==> config.mk <==
export PLATFORM = sky130hd
export DESIGN_NAME = change_dispenser
export DESIGN_NICKNAME = d
export VERILOG_FILES = /design/src/rtl/change_dispenser.sv
export SDC_FILE = /design/constraint.sdc
export NUM_CORES = 1
export LEC_CHECK = 0
export ABC_AREA = 1
export CELL_PAD_IN_SITES_DETAIL_PLACEMENT = 0
export CELL_PAD_IN_SITES_GLOBAL_PLACEMENT = 1
export CORE_MARGIN = 2
export CORE_UTILIZATION = 35
export CTS_CLUSTER_DIAMETER = 60
export DETAILED_ROUTE_END_ITERATION = 7
export GPL_ROUTABILITY_DRIVEN = 0
export PLACE_DENSITY = 0.94
export SETUP_SLACK_MARGIN = 0.02
export SYNTH_ARGS = -nofsm -noshare
export SYNTH_HDL_FRONTEND = slang
export SYNTH_SLANG_ARGS = --single-unit
==> constraint.sdc <==
create_clock -name CLK -period 4.3 [get_ports CLK]
set_input_delay 0.645 -clock CLK [delete_from_list [all_inputs] [get_ports CLK]]
set_output_delay 0.645 -clock CLK [all_outputs]
set_load 0.1 [all_outputs]
==> src/rtl/change_dispenser.sv <==
// change_dispenser: greedy coin-return back end (quarters, dimes, nickels).
// Amounts are in nickel units. Each coin is one SELECT cycle, PULSE_CYC
// cycles of solenoid drive and GAP_CYC idle cycles.
// Optional feature macro: CHANGE_DISP_INV_EN. When it is defined, coin
// inventory counters, refill inputs and shortfall reporting are present.
// When it is undefined, supply is unlimited and cnt_*/short are tied to 0.
module change_dispenser #(
  parameter int AMT_W     = 5,
  parameter int INV_W     = 8,
  parameter int PULSE_CYC = 2,
  parameter int GAP_CYC   = 2,
  parameter int INIT_NI   = 10,
  parameter int INIT_DI   = 10,
  parameter int INIT_QU   = 10
) (
  input  logic             CLK,
  input  logic             rst,
  input  logic             req,
  input  logic [AMT_W-1:0] amt,
  input  logic             refill_ni,
  input  logic             refill_di,
  input  logic             refill_qu,
  output logic             ej_ni,
  output logic             ej_di,
  output logic             ej_qu,
  output logic             busy,
  output logic             done,
  output logic             short,
  output logic [INV_W-1:0] cnt_ni,
  output logic [INV_W-1:0] cnt_di,
  output logic [INV_W-1:0] cnt_qu
);

  localparam int TMAX = (PULSE_CYC > GAP_CYC) ? PULSE_CYC : GAP_CYC;
  localparam int TW   = (TMAX > 1) ? $clog2(TMAX) : 1;
`ifdef CHANGE_DISP_INV_EN
  localparam bit INV_EN = 1'b1;
`else
  localparam bit INV_EN = 1'b0;
`endif

  typedef enum logic [2:0] {S_IDLE, S_SELECT, S_PULSE, S_GAP, S_FINISH} state_t;
  typedef enum logic [1:0] {C_NONE, C_NI, C_DI, C_QU} coin_t;

  state_t           state, state_nx;
  coin_t            coin, coin_nx;
  logic [AMT_W-1:0] rem, rem_nx;
  logic [TW-1:0]    tmr, tmr_nx;
  logic             short_nx;
  logic             dec_ni, dec_di, dec_qu;
  logic             have_ni, have_di, have_qu;

`ifdef CHANGE_DISP_INV_EN
  assign have_ni = (cnt_ni != '0);
  assign have_di = (cnt_di != '0);
  assign have_qu = (cnt_qu != '0);
`else
  assign have_ni = 1'b1;
  assign have_di = 1'b1;
  assign have_qu = 1'b1;
`endif

  // Next-state: greedy selection, pulse/gap timing, remainder bookkeeping.
  always_comb begin
    state_nx = state;
    coin_nx  = coin;
    rem_nx   = rem;
    tmr_nx   = tmr;
    short_nx = short;
    dec_ni   = 1'b0;
    dec_di   = 1'b0;
    dec_qu   = 1'b0;
    case (state)
      S_IDLE: begin
        if (req) begin
          rem_nx   = amt;
          short_nx = 1'b0;
          state_nx = S_SELECT;
        end
      end
      S_SELECT: begin
        tmr_nx = '0;
        if (rem >= AMT_W'(5) && have_qu) begin
          coin_nx  = C_QU;
          rem_nx   = rem - AMT_W'(5);
          dec_qu   = 1'b1;
          state_nx = S_PULSE;
        end else if (rem >= AMT_W'(2) && have_di) begin
          coin_nx  = C_DI;
          rem_nx   = rem - AMT_W'(2);
          dec_di   = 1'b1;
          state_nx = S_PULSE;
        end else if (rem >= AMT_W'(1) && have_ni) begin
          coin_nx  = C_NI;
          rem_nx   = rem - AMT_W'(1);
          dec_ni   = 1'b1;
          state_nx = S_PULSE;
        end else begin
          coin_nx  = C_NONE;
          short_nx = INV_EN && (rem != '0);
          state_nx = S_FINISH;
        end
      end
      S_PULSE: begin
        if (tmr == TW'(PULSE_CYC - 1)) begin
          tmr_nx   = '0;
          state_nx = S_GAP;
        end else begin
          tmr_nx = tmr + TW'(1);
        end
      end
      S_GAP: begin
        if (tmr == TW'(GAP_CYC - 1)) begin
          tmr_nx   = '0;
          coin_nx  = C_NONE;
          state_nx = S_SELECT;
        end else begin
          tmr_nx = tmr + TW'(1);
        end
      end
      S_FINISH: state_nx = S_IDLE;
      default:  state_nx = S_IDLE;
    endcase
  end

  // State register; outputs are registered off the next state so they
  // line up with the state they describe and drop at once on reset.
  always_ff @(posedge CLK or negedge rst) begin
    if (!rst) begin
      state <= S_IDLE;
      coin  <= C_NONE;
      rem   <= '0;
      tmr   <= '0;
      short <= 1'b0;
      busy  <= 1'b0;
      done  <= 1'b0;
      ej_ni <= 1'b0;
      ej_di <= 1'b0;
      ej_qu <= 1'b0;
    end else begin
      state <= state_nx;
      coin  <= coin_nx;
      rem   <= rem_nx;
      tmr   <= tmr_nx;
      short <= short_nx;
      busy  <= (state_nx != S_IDLE);
      done  <= (state_nx == S_FINISH);
      ej_ni <= (state_nx == S_PULSE) && (coin_nx == C_NI);
      ej_di <= (state_nx == S_PULSE) && (coin_nx == C_DI);
      ej_qu <= (state_nx == S_PULSE) && (coin_nx == C_QU);
    end
  end

`ifdef CHANGE_DISP_INV_EN
  // Saturating +1 on refill, -1 on eject; both together cancel out.
  function automatic logic [INV_W-1:0] cnt_upd(input logic [INV_W-1:0] c,
                                               input logic inc, input logic dec);
    logic [INV_W-1:0] r;
    r = c;
    if (inc && !dec && c != '1) r = c + INV_W'(1);
    else if (dec && !inc)       r = c - INV_W'(1);
    return r;
  endfunction

  // Inventory counters, refilled in every state.
  always_ff @(posedge CLK or negedge rst) begin
    if (!rst) begin
      cnt_ni <= INV_W'(INIT_NI);
      cnt_di <= INV_W'(INIT_DI);
      cnt_qu <= INV_W'(INIT_QU);
    end else begin
      cnt_ni <= cnt_upd(cnt_ni, refill_ni, dec_ni);
      cnt_di <= cnt_upd(cnt_di, refill_di, dec_di);
      cnt_qu <= cnt_upd(cnt_qu, refill_qu, dec_qu);
    end
  end
`else
  // Unlimited supply: no counters, refills have nothing to act on.
  assign cnt_ni = '0;
  assign cnt_di = '0;
  assign cnt_qu = '0;
  logic             unused_inv;
  logic [INV_W-1:0] unused_init;
  assign unused_inv  = ^{refill_ni, refill_di, refill_qu, dec_ni, dec_di, dec_qu};
  assign unused_init = INV_W'(INIT_NI) ^ INV_W'(INIT_DI) ^ INV_W'(INIT_QU);
`endif

endmodule

-- Word level (Yosys, flattened, before mapping)
Cells that the tools add are included.
- bits in registers: 17
- word-level logic and storage cells: 64
- order comparisons: 3
- multiplexer cells: 24
- reduce and logical (&&, ||, !) cells: 10
- equal/unequal tests: 13
- add/sub/neg operators: 4
- operators with widths (cell ; count):
    $mux 5 ; 4
    $mux 3 ; 6
    $pmux 3 s4 ; 1
    $pmux 5 s2 ; 1
    $eq 3x2->1 const B ; 3
    $ne 2x2->1 const B ; 4
    $mux 1 ; 6
    $mux 2 ; 3
    $ge 5x1->1 const B ; 1
    $ge 5x2->1 const B ; 1
    $ge 5x3->1 const B ; 1
    $reduce_and 5->1 ; 1
    $sub 5x1->5 const B ; 1
    $sub 5x2->5 const B ; 1
    $sub 5x3->5 const B ; 1
    $eq 2x2->1 const B ; 2
    $ne 4x4->1 const B ; 1
    $pmux 1 s2 ; 2
    $pmux 2 s2 ; 1
    $reduce_bool 2->1 ; 2
    $eq 3x1->1 const B ; 1
    $eq 3x3->1 const B ; 1
    $logic_and 1x1->1 ; 3
    $logic_not 3->1 ; 1
    5 further kinds ; 5

-- Depth between registers and ports, before layout
- depth in word-level cells: 7
- gate-level depth with buffers: 13
- gate-level depth less buffers: 13

-- Worst setup path after synthesis
OpenSTA, ideal clock, no wires.
- kind: flip-flop to flip-flop
- from: register rem[1]
- to: register rem[0]
- path slack: 2.732 ns
- stages on the path, launching flop included: 12
- arrival time: 1.446 ns
- period minus slack after synthesis: 1.568 ns
- cell sequence: dfrtp_1 > inv_1 > ha_1 > nand2_1 > nand2_1 > nor2_4 > buf_6 > nand2_4 > nand3_1 > nand2_1 > nand2_1 > o21ai_1
- longest elaborated chain between the ends: 4
- RTL lines (item ; line ; RTL):
    start: declaration ; 47 ; logic [AMT_W-1:0] rem, rem_nx;
    start signal: assignment ; 143 ; rem <= rem_nx;
    $ge 5x2->1 ; 88 ; end else if (rem >= AMT_W'(2) && have_di) begin
    $mux 5 ; 88 ;
    $mux 5 ; 83 ; if (rem >= AMT_W'(5) && have_qu) begin
    $pmux 5 s2 ; 73 ; case (state)
Several ways; a longest one is shown, not always the timed one.
A chain may end at the register's enable or synchronous reset.

-- Worst setup path after layout
- from: register busy
- to: output busy
- RTL lines (item ; line ; RTL):
    start: declaration ; 26 ; output logic busy,
    start signal: assignment ; 146 ; busy <= (state_nx != S_IDLE);
No word-level cell between the ends.

==> run metrics <==
Die Y 64.7 um; Synth async-reset ratio 1.00; mapped cell area 0.00129 mm2; Synth area leaders dfrtp_1 31%, buf_4 15%, nand2_1 13%; Worst Skew 0.00158 ns; layout cells sized above 1 0.137; Clock Latency Late Sink 0.25 ns; Routed Antenna Nets 0; initial antenna violation count 0; Unique masters post-synth 24; TNS Setup 0 ns; Max Buffers Root-to-Sink 2; Slew Limit Fails 0; Hold Violations, Final 0; die span in x 64.7 um; post-synthesis register bit count 16; number of flops mapped to enable cells by yosys 0; FF-to-FF setup slack 2.40 ns; GRT overflow 0; Worst Path Required 3.65 ns; reg2reg start rem[1]$_DFFE_PN0P_; Slowest-stage cell, CP clkdlybuf4s50_1; Slew @ Worst Pin 0.969 ns; vias 1008; Worst Setup Path Type flop to output port; CTS H-tree lvls 1; P&R area growth vs syn 9.80%; Fillers 393; Num Clock Sinks 16; initial core utilization 0.358; Slowest Stage Delay on Critical Path 1.12 ns; Max-cap violations 0; Post-synth top flop dfrtp_1; Core Area 0.00361 mm2; crit path cell chain clkdlybuf4s50_1; Die ar. 0.00419 mm2; status completed; hold buffers post-CTS 0; pwr dens 820 mW/mm2; Tot Pwr 1.16 mW; CTS resizes 0; DP Cell Count 234; Setup-failing EPs final 0; f_max 0.425 GHz; Final min period 2.35 ns; Pleak 0.734 nW; hold crit path type flop to flop; Worst Min Path Start coin[1]$_DFF_PN0_; Ports 41; CP max FO 1; Yosys top cell area share 0.310; post-synthesis sequential area ratio 0.310; diode count 0; Gate Count Post-Synth 176; Post CTS Setup Buffer Count 0; row count 22; Initial DRC Count 29; Via density 4.24; first-pass GRT wire length 4190 um; Buf+Inv Stages, Crit Path 1; cell taking the most area after synthesis dfrtp_1; count leader, synth nand2_1; CTS tree built; Worst slew margin 0.352; maximum number of pins on one net before global-route repair 17; DRC violations left 0; Root Driver clkbuf_8; fin area 0.00142 mm2; Pre-antenna DRT Iters 4; GR Util All Layers 0.131; Routed Wire Length 2320 um; Routed WL per cell 9.73 um; vias in the first global route 937; Register-to-Register Path Depth 10; CP Capture Type output port; Largest delay share family, worst path buffers and inverters; unrepaired setup endpoints after global routing no; Hold Slack 0.520 ns; Ys Warns 0; dpl cell area 0.00136 mm2; worst path arrival time 1.71 ns; Avg Cell Area, Syn 7.33 um2; Peak VDD IR 225 uV; Reg area 400 um2; final period utilization 0.547; Num CTS Buffers 3; startpoint types flop; Net count, final 209; footprint of the multi-input gates 701 um2; instance count on the critical path 1; reg2reg end rem[1]$_DFFE_PN0P_; Synth top cells by count 46 x nand2_1, 25 x buf_4, 17 x nand3_1; IO Port Bufs 12; dpl hpwl 1830 um; endpoint of the worst hold path coin[1]$_DFF_PN0_; fin cells 238; Clock transition at path regs 0.06 ns; worst hold stages 2
-- worst max path at each step --
| stage | startpoint | to |
|---|---|---|
| CTS | busy$_DFF_PN0_ | busy |
| global placement | done$_DFF_PN0_ | done |
| detailed placement | busy$_DFF_PN0_ | busy |
| global route | busy$_DFF_PN0_ | busy |
| floorplan | rem[1]$_DFFE_PN0P_ | rem[0]$_DFFE_PN0P_ |
| finish | busy$_DFF_PN0_ | busy |
-- layer usage --
layer / part of all wire / global-route usage / vias up
met2: 0.48 / 0.216 / 33
met4: 0.013 / 0.0638 / 0
met3: 0.041 / 0.0313 / 2
li1: - / - / 528
met1: 0.47 / 0.158 / 445
met5: 0 / 0 / -
-- placed cells by master (no fill, tap or decap), types with 5 or more instances in the layout --
cell and count:
clkdlybuf4s50_1 12, conb_1 25, o21ai_0 5, nor2_2 5, nand3_1 17, dfrtp_1 16, ha_1 7, inv_1 16
nand2_1 46, nor2_1 13
-- through the flow --
step	util	setup slack, ns
after floorplan	-	2.73
after global placement	0.378	2.23
after detailed placement	0.378	2.21
after CTS	0.393	1.93
after global routing	0.393	1.90
final	0.393	1.95
-- report_power, final --
part	internal, mW	total, mW	switching, mW
Sequential	0.210	0.264	0.0532
Clock	0.0813	0.133	0.0520
Combinational	0.212	0.764	0.552
Total	0.504	1.16	0.657
-- sequential cells by signal, summed over array words and instances (netlist names) --
register,count
tmr,1
busy,1
done,1
ej_qu,1
coin,2
state,3
ej_di,1
rem,5
ej_ni,1
-- logic make-up (layout without fill, tap and decap cells) --
group / after synthesis / count (layout) / synth area share
fa+ha+maj: 7 / 7 / 0.0679
buf+inv: 46 / 36 / 0.216
compound gates: 9 / 9 / 0.0369
simple gates: 97 / 97 / 0.366
flops: 16 / 16 / 0.310
other cells: 1 / 25 / 0.00291
-- tightest hold or removal path: cells and delay by family (launching register included) --
family,cells,cell delay (ns)
DFF,1,0.32
and+or+nand+nor,2,0.15
-- cell type report --
type	count	area share
multi-input cells	138	0.495
clock buffers	4	0.0389
well taps	48	0.0424
repair buffers	12	0.0848
flip-flops and latches	16	0.283
inverters	20	0.0565
No activity file was read; power rests on OpenSTA's default activity.
